File: src/rtl/p2s_frame_serializer.sv
// ---------------------------------------------------------------------------
// p2s_frame_serializer
//
// Parallel-to-serial framer for the board-to-board battle link. A DATA_W-bit
// word plus an end-of-pass flag are accepted on load && ready and sent on a
// single line, idling high, as:
//   start(0) | DATA_W data bits | end_pass | [parity] | STOP_BITS stop(1)
// Each serial bit is held for BIT_DIV clocks.
//
// Optional feature macro: P2S_SR_PARITY_EN
//   When defined, an even-parity bit (XOR of the data bits and end_pass)
//   follows the end_pass bit.
//
// Ports:
//   ic_clk_ctrl  in   system clock, rising edge
//   reset        in   synchronous active-high reset
//   P_data_in    in   parallel word to send (DATA_W bits)
//   load         in   word valid, accepted when load && ready
//   end_pass     in   end-of-pass marker, captured with P_data_in
//   ready        out  block can accept a word (idle)
//   S_data_out   out  registered serial line, idles high
//   busy         out  frame in progress
//   frame_done   out  one-cycle pulse in the first idle cycle after stop
// ---------------------------------------------------------------------------
module p2s_frame_serializer #(
  parameter int DATA_W    = 8,
  parameter int BIT_DIV   = 1,
  parameter int MSB_FIRST = 1,
  parameter int STOP_BITS = 1
) (
  input  logic              ic_clk_ctrl,
  input  logic              reset,
  input  logic [DATA_W-1:0] P_data_in,
  input  logic              load,
  input  logic              end_pass,
  output logic              ready,
  output logic              S_data_out,
  output logic              busy,
  output logic              frame_done
);

  localparam int DIV_W = (BIT_DIV > 1) ? $clog2(BIT_DIV) : 1;
  localparam int BIT_W = $clog2(DATA_W + 1);

  localparam logic [DIV_W-1:0] DIV_LAST  = DIV_W'(BIT_DIV - 1);
  localparam logic [BIT_W-1:0] BIT_LAST  = BIT_W'(DATA_W - 1);
  localparam logic [1:0]       STOP_LAST = 2'(STOP_BITS - 1);

  typedef enum logic [2:0] {
    S_IDLE,
    S_START,
    S_DATA,
    S_LAST,
    S_STOP
`ifdef P2S_SR_PARITY_EN
    , S_PARITY
`endif
  } state_t;

  state_t            state_reg, state_next;
  logic [DIV_W-1:0]  div_cnt_reg, div_cnt_next;
  logic [BIT_W-1:0]  bit_cnt_reg, bit_cnt_next;
  logic [1:0]        stop_cnt_reg, stop_cnt_next;
  logic [DATA_W-1:0] data_sr_reg, data_sr_next;
  logic              ep_reg, ep_next;
  logic              line_reg, line_next;
  logic              done_reg, done_next;
`ifdef P2S_SR_PARITY_EN
  logic              par_reg, par_next;
`endif

  // Shift register advanced by one position towards the transmit end, so the
  // next bit to send always sits in the same slot (MSB or LSB).
  logic [DATA_W-1:0] data_shifted;

  generate
    for (genvar gi = 0; gi < DATA_W; gi++) begin : g_shift
      if (MSB_FIRST != 0) begin : g_msb
        if (gi == 0) begin : g_fill
          assign data_shifted[gi] = 1'b0;
        end else begin : g_move
          assign data_shifted[gi] = data_sr_reg[gi-1];
        end
      end else begin : g_lsb
        if (gi == DATA_W - 1) begin : g_fill
          assign data_shifted[gi] = 1'b0;
        end else begin : g_move
          assign data_shifted[gi] = data_sr_reg[gi+1];
        end
      end
    end
  endgenerate

  function automatic logic head_bit(input logic [DATA_W-1:0] v);
    return (MSB_FIRST != 0) ? v[DATA_W-1] : v[0];
  endfunction

  logic bit_tick;
  assign bit_tick = (div_cnt_reg == DIV_LAST);

  always_ff @(posedge ic_clk_ctrl) begin
    if (reset) begin
      state_reg    <= S_IDLE;
      div_cnt_reg  <= '0;
      bit_cnt_reg  <= '0;
      stop_cnt_reg <= '0;
      data_sr_reg  <= '0;
      ep_reg       <= 1'b0;
      line_reg     <= 1'b1;
      done_reg     <= 1'b0;
`ifdef P2S_SR_PARITY_EN
      par_reg      <= 1'b0;
`endif
    end else begin
      state_reg    <= state_next;
      div_cnt_reg  <= div_cnt_next;
      bit_cnt_reg  <= bit_cnt_next;
      stop_cnt_reg <= stop_cnt_next;
      data_sr_reg  <= data_sr_next;
      ep_reg       <= ep_next;
      line_reg     <= line_next;
      done_reg     <= done_next;
`ifdef P2S_SR_PARITY_EN
      par_reg      <= par_next;
`endif
    end
  end

  // line_next is the value the line takes in the state being entered, which
  // keeps S_data_out a plain register with no path from load.
  always_comb begin
    state_next    = state_reg;
    bit_cnt_next  = bit_cnt_reg;
    stop_cnt_next = stop_cnt_reg;
    data_sr_next  = data_sr_reg;
    ep_next       = ep_reg;
    line_next     = line_reg;
    done_next     = 1'b0;
`ifdef P2S_SR_PARITY_EN
    par_next      = par_reg;
`endif
    div_cnt_next  = bit_tick ? '0 : div_cnt_reg + 1'b1;

    case (state_reg)
      S_IDLE: begin
        div_cnt_next = '0;
        line_next    = 1'b1;
        if (load) begin
          data_sr_next = P_data_in;
          ep_next      = end_pass;
`ifdef P2S_SR_PARITY_EN
          par_next     = (^P_data_in) ^ end_pass;
`endif
          state_next   = S_START;
          line_next    = 1'b0;
        end
      end
      S_START: begin
        if (bit_tick) begin
          state_next   = S_DATA;
          bit_cnt_next = '0;
          line_next    = head_bit(data_sr_reg);
        end
      end
      S_DATA: begin
        if (bit_tick) begin
          if (bit_cnt_reg == BIT_LAST) begin
            state_next = S_LAST;
            line_next  = ep_reg;
          end else begin
            bit_cnt_next = bit_cnt_reg + 1'b1;
            data_sr_next = data_shifted;
            line_next    = head_bit(data_shifted);
          end
        end
      end
      S_LAST: begin
        if (bit_tick) begin
`ifdef P2S_SR_PARITY_EN
          state_next    = S_PARITY;
          line_next     = par_reg;
`else
          state_next    = S_STOP;
          stop_cnt_next = '0;
          line_next     = 1'b1;
`endif
        end
      end
`ifdef P2S_SR_PARITY_EN
      S_PARITY: begin
        if (bit_tick) begin
          state_next    = S_STOP;
          stop_cnt_next = '0;
          line_next     = 1'b1;
        end
      end
`endif
      S_STOP: begin
        line_next = 1'b1;
        if (bit_tick) begin
          if (stop_cnt_reg == STOP_LAST) begin
            state_next = S_IDLE;
            done_next  = 1'b1;
          end else begin
            stop_cnt_next = stop_cnt_reg + 1'b1;
          end
        end
      end
      default: begin
        state_next = S_IDLE;
        line_next  = 1'b1;
      end
    endcase
  end

  assign ready      = (state_reg == S_IDLE);
  assign busy       = (state_reg != S_IDLE);
  assign S_data_out = line_reg;
  assign frame_done = done_reg;

endmodule
File: config.mk
export PLATFORM = sky130hd
export DESIGN_NAME = p2s_frame_serializer
export DESIGN_NICKNAME = d
export VERILOG_FILES = /design/src/rtl/p2s_frame_serializer.sv
export SDC_FILE = /design/constraint.sdc
export NUM_CORES = 1
export LEC_CHECK = 0
export ABC_AREA = 0
export CORE_AREA = 2 2 51 48
export DETAILED_ROUTE_END_ITERATION = 10
export DIE_AREA = 0 0 53 50
export PLACE_DENSITY_LB_ADDON = 0.3
export SLEW_MARGIN = 20
export SYNTH_ARGS = -nofsm -noshare
export SYNTH_HDL_FRONTEND = slang
export SYNTH_SLANG_ARGS = --single-unit
File: constraint.sdc
create_clock -name ic_clk_ctrl -period 2.1 [get_ports ic_clk_ctrl]
set_input_delay 0.63 -clock ic_clk_ctrl [delete_from_list [all_inputs] [get_ports ic_clk_ctrl]]
set_output_delay 0.63 -clock ic_clk_ctrl [all_outputs]
set_load 0.01 [all_outputs]
==> impl_metrics.yaml, run 1 <==
run_status:
  status: "completed"
route:
  drc: 0
  drtPass1Iterations: 4
  via_per_inst: 5.728
  ant_nets: 0
  routed_wl_um: 2178
  first_iter_violations: 38
  wl_per_cell_um: 12.89
  num_vias: 968
die:
  start_util: 0.5065
  die_area_um2: 2650
  num_rows: 16
  ios: 16
  core-area_um2: 2102
  die_w_um: 53
  die_h_um: 50
synth:
  synth.avg_cell_area_um2: 8.518
  yosysSeqAreaShare: 0.3948
  yosys.cell_types.count: 34
  synth_xor_area_frac: 0.008226
  synth_top_family_by_area: "simple AND/OR/NAND/NOR gates"
  synth_edf_count: 0
  ys_warn_count: 0
  ys_async_sr_fraction: 0
  synthAdderAreaFrac: 0.02350
  ys_ff_latch: 21
  synth-compound-area-share: 0.1786
  synthSimpleGateAreaFrac: 0.2515
  synth_area_um2: 1065
  synth_nets: 139
  synth_mux_area_frac: 0.09401
  synth-main-ff-cell: "dfxtp_1"
  netlist_instances: 125
pwr:
  p_per_area_nw_per_um2: 636.9
  p_int_uw: 585.8
  cellLeakagePower_uw: 0.0004627
  pwr-share-comb: 0.224
  ir_drop_v: 0.0004413
  switchingPower_uw: 232.6
  p_seq_frac: 0.541
  fin_total_pwr_uw: 818.4
  switching_share: 0.2842
  p_clk_frac: 0.235
clock_tree:
  hold_buffers: 0
  htree_levels: 1
  cts.sinks: 21
  numCtsBuffers: 3
  cts_setup_buffers: 0
  clk_latency_ps: 300
  cts_root_buf: "clkbuf_4"
  path_clk_slew_ps: 120
  cts_tree: "done"
  clock_path_buffers: 2
placement:
  place_congestion: 0.7306
  pre_cts_ws_ps: 174.0
  hpwlAfterDp_um: 1604
  place_inst: 165
  port_buffers: 15
worst_setup_path:
  arrival_ps: 1320
  startpoint_type: "flip-flop"
  crit_family: "simple AND/OR/NAND/NOR gates"
  path_cells: "or3_1 -> inv_1 -> dlygate4sd2_1"
  cp_max_fo: 2
  endpoint_kind: "output port"
  cpPeakStageDelay_ps: 380
  cp_num_buf_inv: 2
  critical_path_class: "reg2out"
  critPathRequiredTime_ps: 1470
  slowest_stage: "or3_1"
sta:
  holdWs_ps: 467.4
  timing.setup.tns_ps: 0
  finalHoldViolCount: 0
  fin_skew_ps: 3.928
  worst_slack_ps: 146.1
  period_needed_ps: 1954
  fmax_mhz: 511.8
  setup_viol_count_final: 0
  maxSlewViolCount: 0
  period_share: 0.9304
  rsz0062_at_grt: "false"
grt:
  grt_max_degree: 23
  antenna_found_initial: 0
  grt_pass1_wl_um: 3767
  grt_util_all_layers: 0.1894
  grt-ovfl-total: 0
  grt_pass1_vias: 911
hold_path:
  hold_path.class: "reg2reg"
finish:
  area_delta_synth_final_pct: 20.68
  fillCellCount: 201
  layout.cells.non_filler: 169
  n_antenna_cell: 0
  layout_commonest_cell: "dfxtp_1"
  drive_gt1_frac: 0.09155
  final_nets: 157
  layout_common_cells: "dfxtp_1 (21), a21oi_1 (13), clkdlybuf4s50_1 (13), nor2_1 (11), mux2i_1 (10)"
  largest_reg_flops: 8
run:
  drv_cap: 0
[repair_timing]
item                                    4_1_cts  5_1_grt
endpoints found under the hold margin         0        0
endpoints found under the setup margin        2        0
resized for setup                             2        0
[cells in the mapped netlist (2+ instances only)]
cell type,instances,area share
buf_2,3,0.014
nand3b_1,2,0.014
nand3_1,3,0.014
nor2b_1,3,0.018
or4b_1,2,0.019
ha_1,2,0.023
a31oi_1,2,0.012
o21ai_0,5,0.023
a211oi_1,7,0.049
nand2_1,5,0.018
dfxtp_1,21,0.39
nor2_1,11,0.039
inv_1,4,0.014
nand2b_1,5,0.029
nor4_1,2,0.012
mux2i_1,10,0.094
nand4_1,3,0.018
clkbuf_1,5,0.018
nor3_1,3,0.014
a21oi_1,13,0.061
[metrics by stage]
stage                     utilization  instance area, um^2
after floorplan                     -                 1065
final                          0.6113                 1285
after global placement         0.5994                 1260
after global routing           0.6113                 1285
after detailed placement       0.5994                 1260
after CTS                      0.6113                 1285
[worst reg2reg max path: stages (launching register included)]
cell     delay, ps
dfxtp_1        340
buf_4          270
or3b_1         440
or4b_1         520
a21oi_1        120
[layout make-up]
| class | count | area (um^2) | area share |
|---|---|---|---|
| multi-input combinational | 92 | 595.6 | 0.4635 |
| sequential | 21 | 420.4 | 0.3272 |
| timing repair buffer | 21 | 192.7 | 0.1500 |
| tap | 27 | 33.78 | 0.02629 |
| clock buffer | 3 | 22.52 | 0.01753 |
| inverter | 4 | 15.01 | 0.01168 |
| clock inverter | 1 | 5.005 | 0.003895 |
[kinds of logic (layout without fill, tap and decap cells)]
kind of cell	Yosys count	in the layout
muxes	10	10
adders and majority gates	2	2
AOI/OAI and AO/OA	31	31
and+or+nand+nor	47	47
DFF	21	21
buffers and inverters	12	29
other	1	1
xor gates and xnor gates	1	1
[power groups by stage]
stage          Sequential, uW  Combinational, uW  Clock (uW)
2_1_floorplan             449                118           0
3_3_place_gp              450                182           0
3_5_place_dp              452                188           0
4_1_cts                   443                184         200
5_1_grt                   446                203         220
6_report                  442                184         192
[metal layers]
| layer | GRT usage | up-vias | wire, um |
|---|---|---|---|
| met2 | 0.3229 | 27 | 1032 |
| met4 | 0.06410 | 0 | 31 |
| met5 | 0 | - | 0 |
| li1 | - | 487 | - |
| met1 | 0.2340 | 449 | 1017 |
| met3 | 0.03636 | 5 | 97 |
[final timing paths]
kind	from	to	slack (ps)	depth (start not counted)
setup / recovery	state_reg[2]	ready	150	3
hold / removal	data_sr_reg[0]	data_sr_reg[0]	470	2
setup reg to reg	state_reg[1]	bit_cnt_reg[2]	360	4
hold reg to reg	data_sr_reg[0]	data_sr_reg[0]	470	2
(Power assumes the default switching activity.)
==> run 2: changes to the inputs <==
Settings changed: REMOVE_ABC_BUFFERS set to 1.
==> run 2 against run 1 <==
Compared with the run above: sequential share of layout area fell by 0.19 points; highest routed layer unchanged; final cell count increased by 0.59%; setup slack gained 15 ps; die area unchanged; combinational power barely moved; flip-flop and latch count did not move; wire length rose by 2.6%; register-to-register slack got worse by 40 ps; total power increased by 0.35%; maximum frequency grew 0.76%.
==> impl_metrics.yaml, run 2 (synthesis gave the netlist of run 1 again) <==
sta:
  worst_slack_ps: 160.9
  period_share: 0.9234
  rsz0062_at_grt: "false"
  maxSlewViolCount: 0
  finalHoldViolCount: 0
  fmax_mhz: 515.7
  period_needed_ps: 1939
  setup_viol_count_final: 0
  timing.setup.tns_ps: 0
  holdWs_ps: 482.7
  fin_skew_ps: 4.165
die:
  die_h_um: 50
  die_area_um2: 2650
  num_rows: 16
  die_w_um: 53
  start_util: 0.5065
  ios: 16
  core-area_um2: 2102
pwr:
  p_per_area_nw_per_um2: 635.4
  p_clk_frac: 0.236
  cellLeakagePower_uw: 0.0004675
  fin_total_pwr_uw: 821.3
  p_int_uw: 587.0
  switchingPower_uw: 234.3
  ir_drop_v: 0.0003919
  p_seq_frac: 0.539
  pwr-share-comb: 0.225
  switching_share: 0.2853
grt:
  grt_pass1_wl_um: 3967
  grt_util_all_layers: 0.1991
  grt.met1_usage: 0.2486
  use_met3: 0.03636
  top_usage_layer: "met2"
  grt_pass1_vias: 888
  grt_max_degree: 23
  antenna_found_initial: 0
  use_met2: 0.3396
  grt-ovfl-total: 0
clock_tree:
  cts_root_buf: "clkbuf_4"
  cts_tree: "done"
  clk_latency_ps: 300
  hold_buffers: 0
  numCtsBuffers: 3
  cts_resized: 2
  htree_levels: 1
  cts.sinks: 21
  path_clk_slew_ps: 120
  cts_setup_buffers: 0
  clock_path_buffers: 2
route:
  via_per_inst: 5.688
  routed_wl_um: 2235
  drtPass1Iterations: 4
  num_vias: 967
  drc: 0
  first_iter_violations: 23
  ant_nets: 0
  wl_per_cell_um: 13.15
finish:
  layout_common_cells: "dfxtp_1 (21), a21oi_1 (13), clkdlybuf4s50_1 (13), nor2_1 (11), mux2i_1 (10)"
  layout_commonest_cell: "dfxtp_1"
  largest_reg_flops: 8
  n_antenna_cell: 0
  drive_gt1_frac: 0.09790
  fin_area_um2: 1292
  area_delta_synth_final_pct: 21.39
  fillCellCount: 199
  final_nets: 158
worst_setup_path:
  startpoint_type: "flip-flop"
  cpPeakStageDelay_ps: 370
  arrival_ps: 1310
  path_depth: 3
  crit_family: "simple AND/OR/NAND/NOR gates"
  cp_max_fo: 2
  slowest_stage: "or3_1"
  critical_path_class: "reg2out"
  path_cells: "or3_1 -> inv_1 -> dlygate4sd2_1"
  rr_worst_depth: 4
  cp_num_buf_inv: 2
  critPathRequiredTime_ps: 1470
  endpoint_kind: "output port"
placement:
  pre_cts_ws_ps: 185.1
  place_congestion: 0.7593
  hpwlAfterDp_um: 1678
  port_buffers: 15
  postPlaceCellArea_um2: 1267
run_status:
  status: "completed"
run:
  drv_cap: 0
hold_path:
  min_path_cells: 2
  hold_path.class: "reg2reg"
run 2: power groups by stage:
stage | Combinational [uW] | Clock [uW] | Sequential, uW
after floorplan | 97.3 | 0 | 460
after global placement | 184 | 0 | 450
after detailed placement | 188 | 0 | 452
after CTS | 185 | 202 | 443
after global routing | 204 | 219 | 447
final | 185 | 194 | 443
run 2: worst min-delay path, cell delays in order, from the launching register on:
cell and delay (ps):
dfxtp_1 330, nand2_1 50, o21ai_0 60
run 2: stage by stage:
step	utilization	cells
final	0.6149	170
after global routing	0.6149	170
after CTS	0.6149	170
after detailed placement	0.6030	166
after global placement	0.6030	166
after floorplan	-	117
run 2: path summary, 6_finish.rpt:
check	startpoint	end	slack [ps]
max	state_reg[2]	ready	160
min reg2reg	data_sr_reg[0]	data_sr_reg[0]	480
min	data_sr_reg[0]	data_sr_reg[0]	480
max reg2reg	state_reg[1]	bit_cnt_reg[2]	320
run 2: layout make-up:
class	count	area [um^2]	share of cell area
clock inverters	1	5.005	0.003872
clock buffers	3	22.52	0.01742
well taps	27	33.78	0.02614
repair buffers	22	200.2	0.1549
flip-flops and latches	21	420.4	0.3253
inverters	4	15.01	0.01162
multi-input cells	92	595.6	0.4608
run 2: per-layer routing:
layer	share of wire	vias up
met4	0.0067	0
li1	-	492
met1	0.48	457
met2	0.49	16
met3	0.031	2
met5	0	-
==> run 3: changes to the inputs <==
Settings changed: CELL_PAD_IN_SITES_DETAIL_PLACEMENT set to 2, CELL_PAD_IN_SITES_GLOBAL_PLACEMENT set to 2, CORE_AREA 2 2 51 48 to 2 2 65 61, DIE_AREA 0 0 53 50 to 0 0 67 63, GPL_TIMING_DRIVEN set to 0.
==> run 3 against run 2 <==
Compared with the run above: register-to-register slack worse by 30 ps; design area increased by 1.7%; core utilization down 25 points; largest power group unchanged.
==> impl_metrics.yaml, run 3 (synthesis gave the netlist of run 1 again) <==
run_status:
  status: "completed"
route:
  drc: 0
  drtPass1Iterations: 4
  routed_wl_um: 3002
  num_vias: 955
  via_per_inst: 5.190
  wl_per_cell_um: 16.32
  first_iter_violations: 25
  ant_nets: 0
grt:
  grt_pass1_vias: 1053
  grt_util_all_layers: 0.1582
  grt_pass1_wl_um: 5078
  grt-ovfl-total: 0
  grt_max_degree: 18
  antenna_found_initial: 0
worst_setup_path:
  cp-startpoint: "state_reg[0]"
  crit_family: "flip-flops"
  slowest_stage: "dfxtp_4"
  critical_path_class: "reg2out"
  critPathRequiredTime_ps: 1470
  rr_startpoint: "state_reg[2]"
  endpoint_kind: "output port"
  rr_worst_depth: 4
  r2r-end: "data_sr_reg[5]"
  r2r_setup_slack_ps: 290
  cp_num_buf_inv: 2
  cp_max_fo: 13
  arrival_ps: 1340
  path_cells: "or3_1 -> inv_1 -> dlygate4sd2_1"
  startpoint_type: "flip-flop"
  cpPeakStageDelay_ps: 400
die:
  die_area_um2: 4221
  ios: 16
  die_h_um: 63
  die_w_um: 67
  core-area_um2: 3573
  num_rows: 21
  start_util: 0.2980
sta:
  period_share: 0.9377
  worst_pin_slew_ps: 728.1
  holdWs_ps: 482.2
  relSlewSlack: 0.5128
  setup_viol_count_final: 0
  fin_skew_ps: 4.764
  rsz0062_at_grt: "false"
  period_needed_ps: 1969
  fmax_mhz: 507.8
  finalHoldViolCount: 0
  maxSlewViolCount: 0
finish:
  layout_commonest_cell: "dfxtp_1"
  drive_gt1_frac: 0.08696
  layout_common_cells: "dfxtp_1 (18), a21oi_1 (13), clkdlybuf4s50_1 (12), nor2_1 (11), mux2i_1 (10)"
  fin_area_um2: 1315
  final_nets: 153
  area_delta_synth_final_pct: 23.50
  n_antenna_cell: 0
  largest_reg_flops: 8
clock_tree:
  cts_root_buf: "clkbuf_8"
  clk_latency_ps: 260
  clock_path_buffers: 2
  path_clk_slew_ps: 80
  hold_buffers: 0
  htree_levels: 1
  cts.sinks: 21
  numCtsBuffers: 3
  cts_tree: "done"
run:
  drv_cap: 0
placement:
  postPlaceCellArea_um2: 1239
  place_congestion: 0.6605
  port_buffers: 15
  hpwlAfterDp_um: 2076
hold_path:
  hold_path.class: "reg2reg"
  min-delay-start: "data_sr_reg[0]"
  worstHoldEndpoint: "data_sr_reg[0]"
  min_path_cells: 2
pwr:
  p_per_area_nw_per_um2: 683.2
  cellLeakagePower_uw: 0.0004633
  ir_drop_v: 0.0002101
  fin_total_pwr_uw: 898.4
==> run 3: what timing repair did <==
action	4_1_cts	5_1_grt
gates resized for setup	8	1
setup buffers	2	0
setup endpoints to repair	11	1
==> run 3: final cells by class <==
type	instances	area, um^2
clock buffer	3	41.29
tap	46	57.56
multi-input combinational	92	595.6
inverter	4	15.01
clock inverter	1	5.005
timing repair buffer	17	168.9
sequential	21	431.7
fill	411	2258
==> run 3: worst max path at each step <==
stage	end	depth (start not counted)
global route	ready	3
detailed placement	busy	2
finish	ready	3
global placement	busy	2
floorplan	bit_cnt_reg[2]	3
CTS	ready	3
==> run 3: layer usage <==
layer,global-route usage,part of all wire,vias to the layer above,wire length (um)
met4,0.03827,0.0037,0,11
met2,0.2859,0.51,12,1534
met3,0.01982,0.026,2,79
met5,0,0,-,0
met1,0.1936,0.46,465,1376
li1,-,-,476,-
==> run 3: power breakdown <==
group          switching, uW  leakage (uW)  internal [uW]
registers               29.1      0.000174            425
clock network            141     0.0000255            132
logic                   89.5      0.000264           81.3
total                    260      0.000463            639
==> run 3: metrics by stage <==
stage | TNS (ps) | setup slack [ps] | utilization | cells
6_report | 0 | 130.8 | 0.3680 | 184
5_1_grt | 0 | 51.53 | 0.3680 | 184
4_1_cts | 0 | 109.4 | 0.3673 | 184
3_5_place_dp | -1879 | -222.7 | 0.3466 | 178
3_3_place_gp | -1566 | -193.5 | 0.3466 | 178
2_1_floorplan | 0 | 276.7 | - | 117
==> run 3: worst min-delay path: cells and delay by family, from the launching register on <==
family             cells  cell delay, ps
AOI/OAI and AO/OA      1              70
DFF                    1             320
and+or+nand+nor        1              50
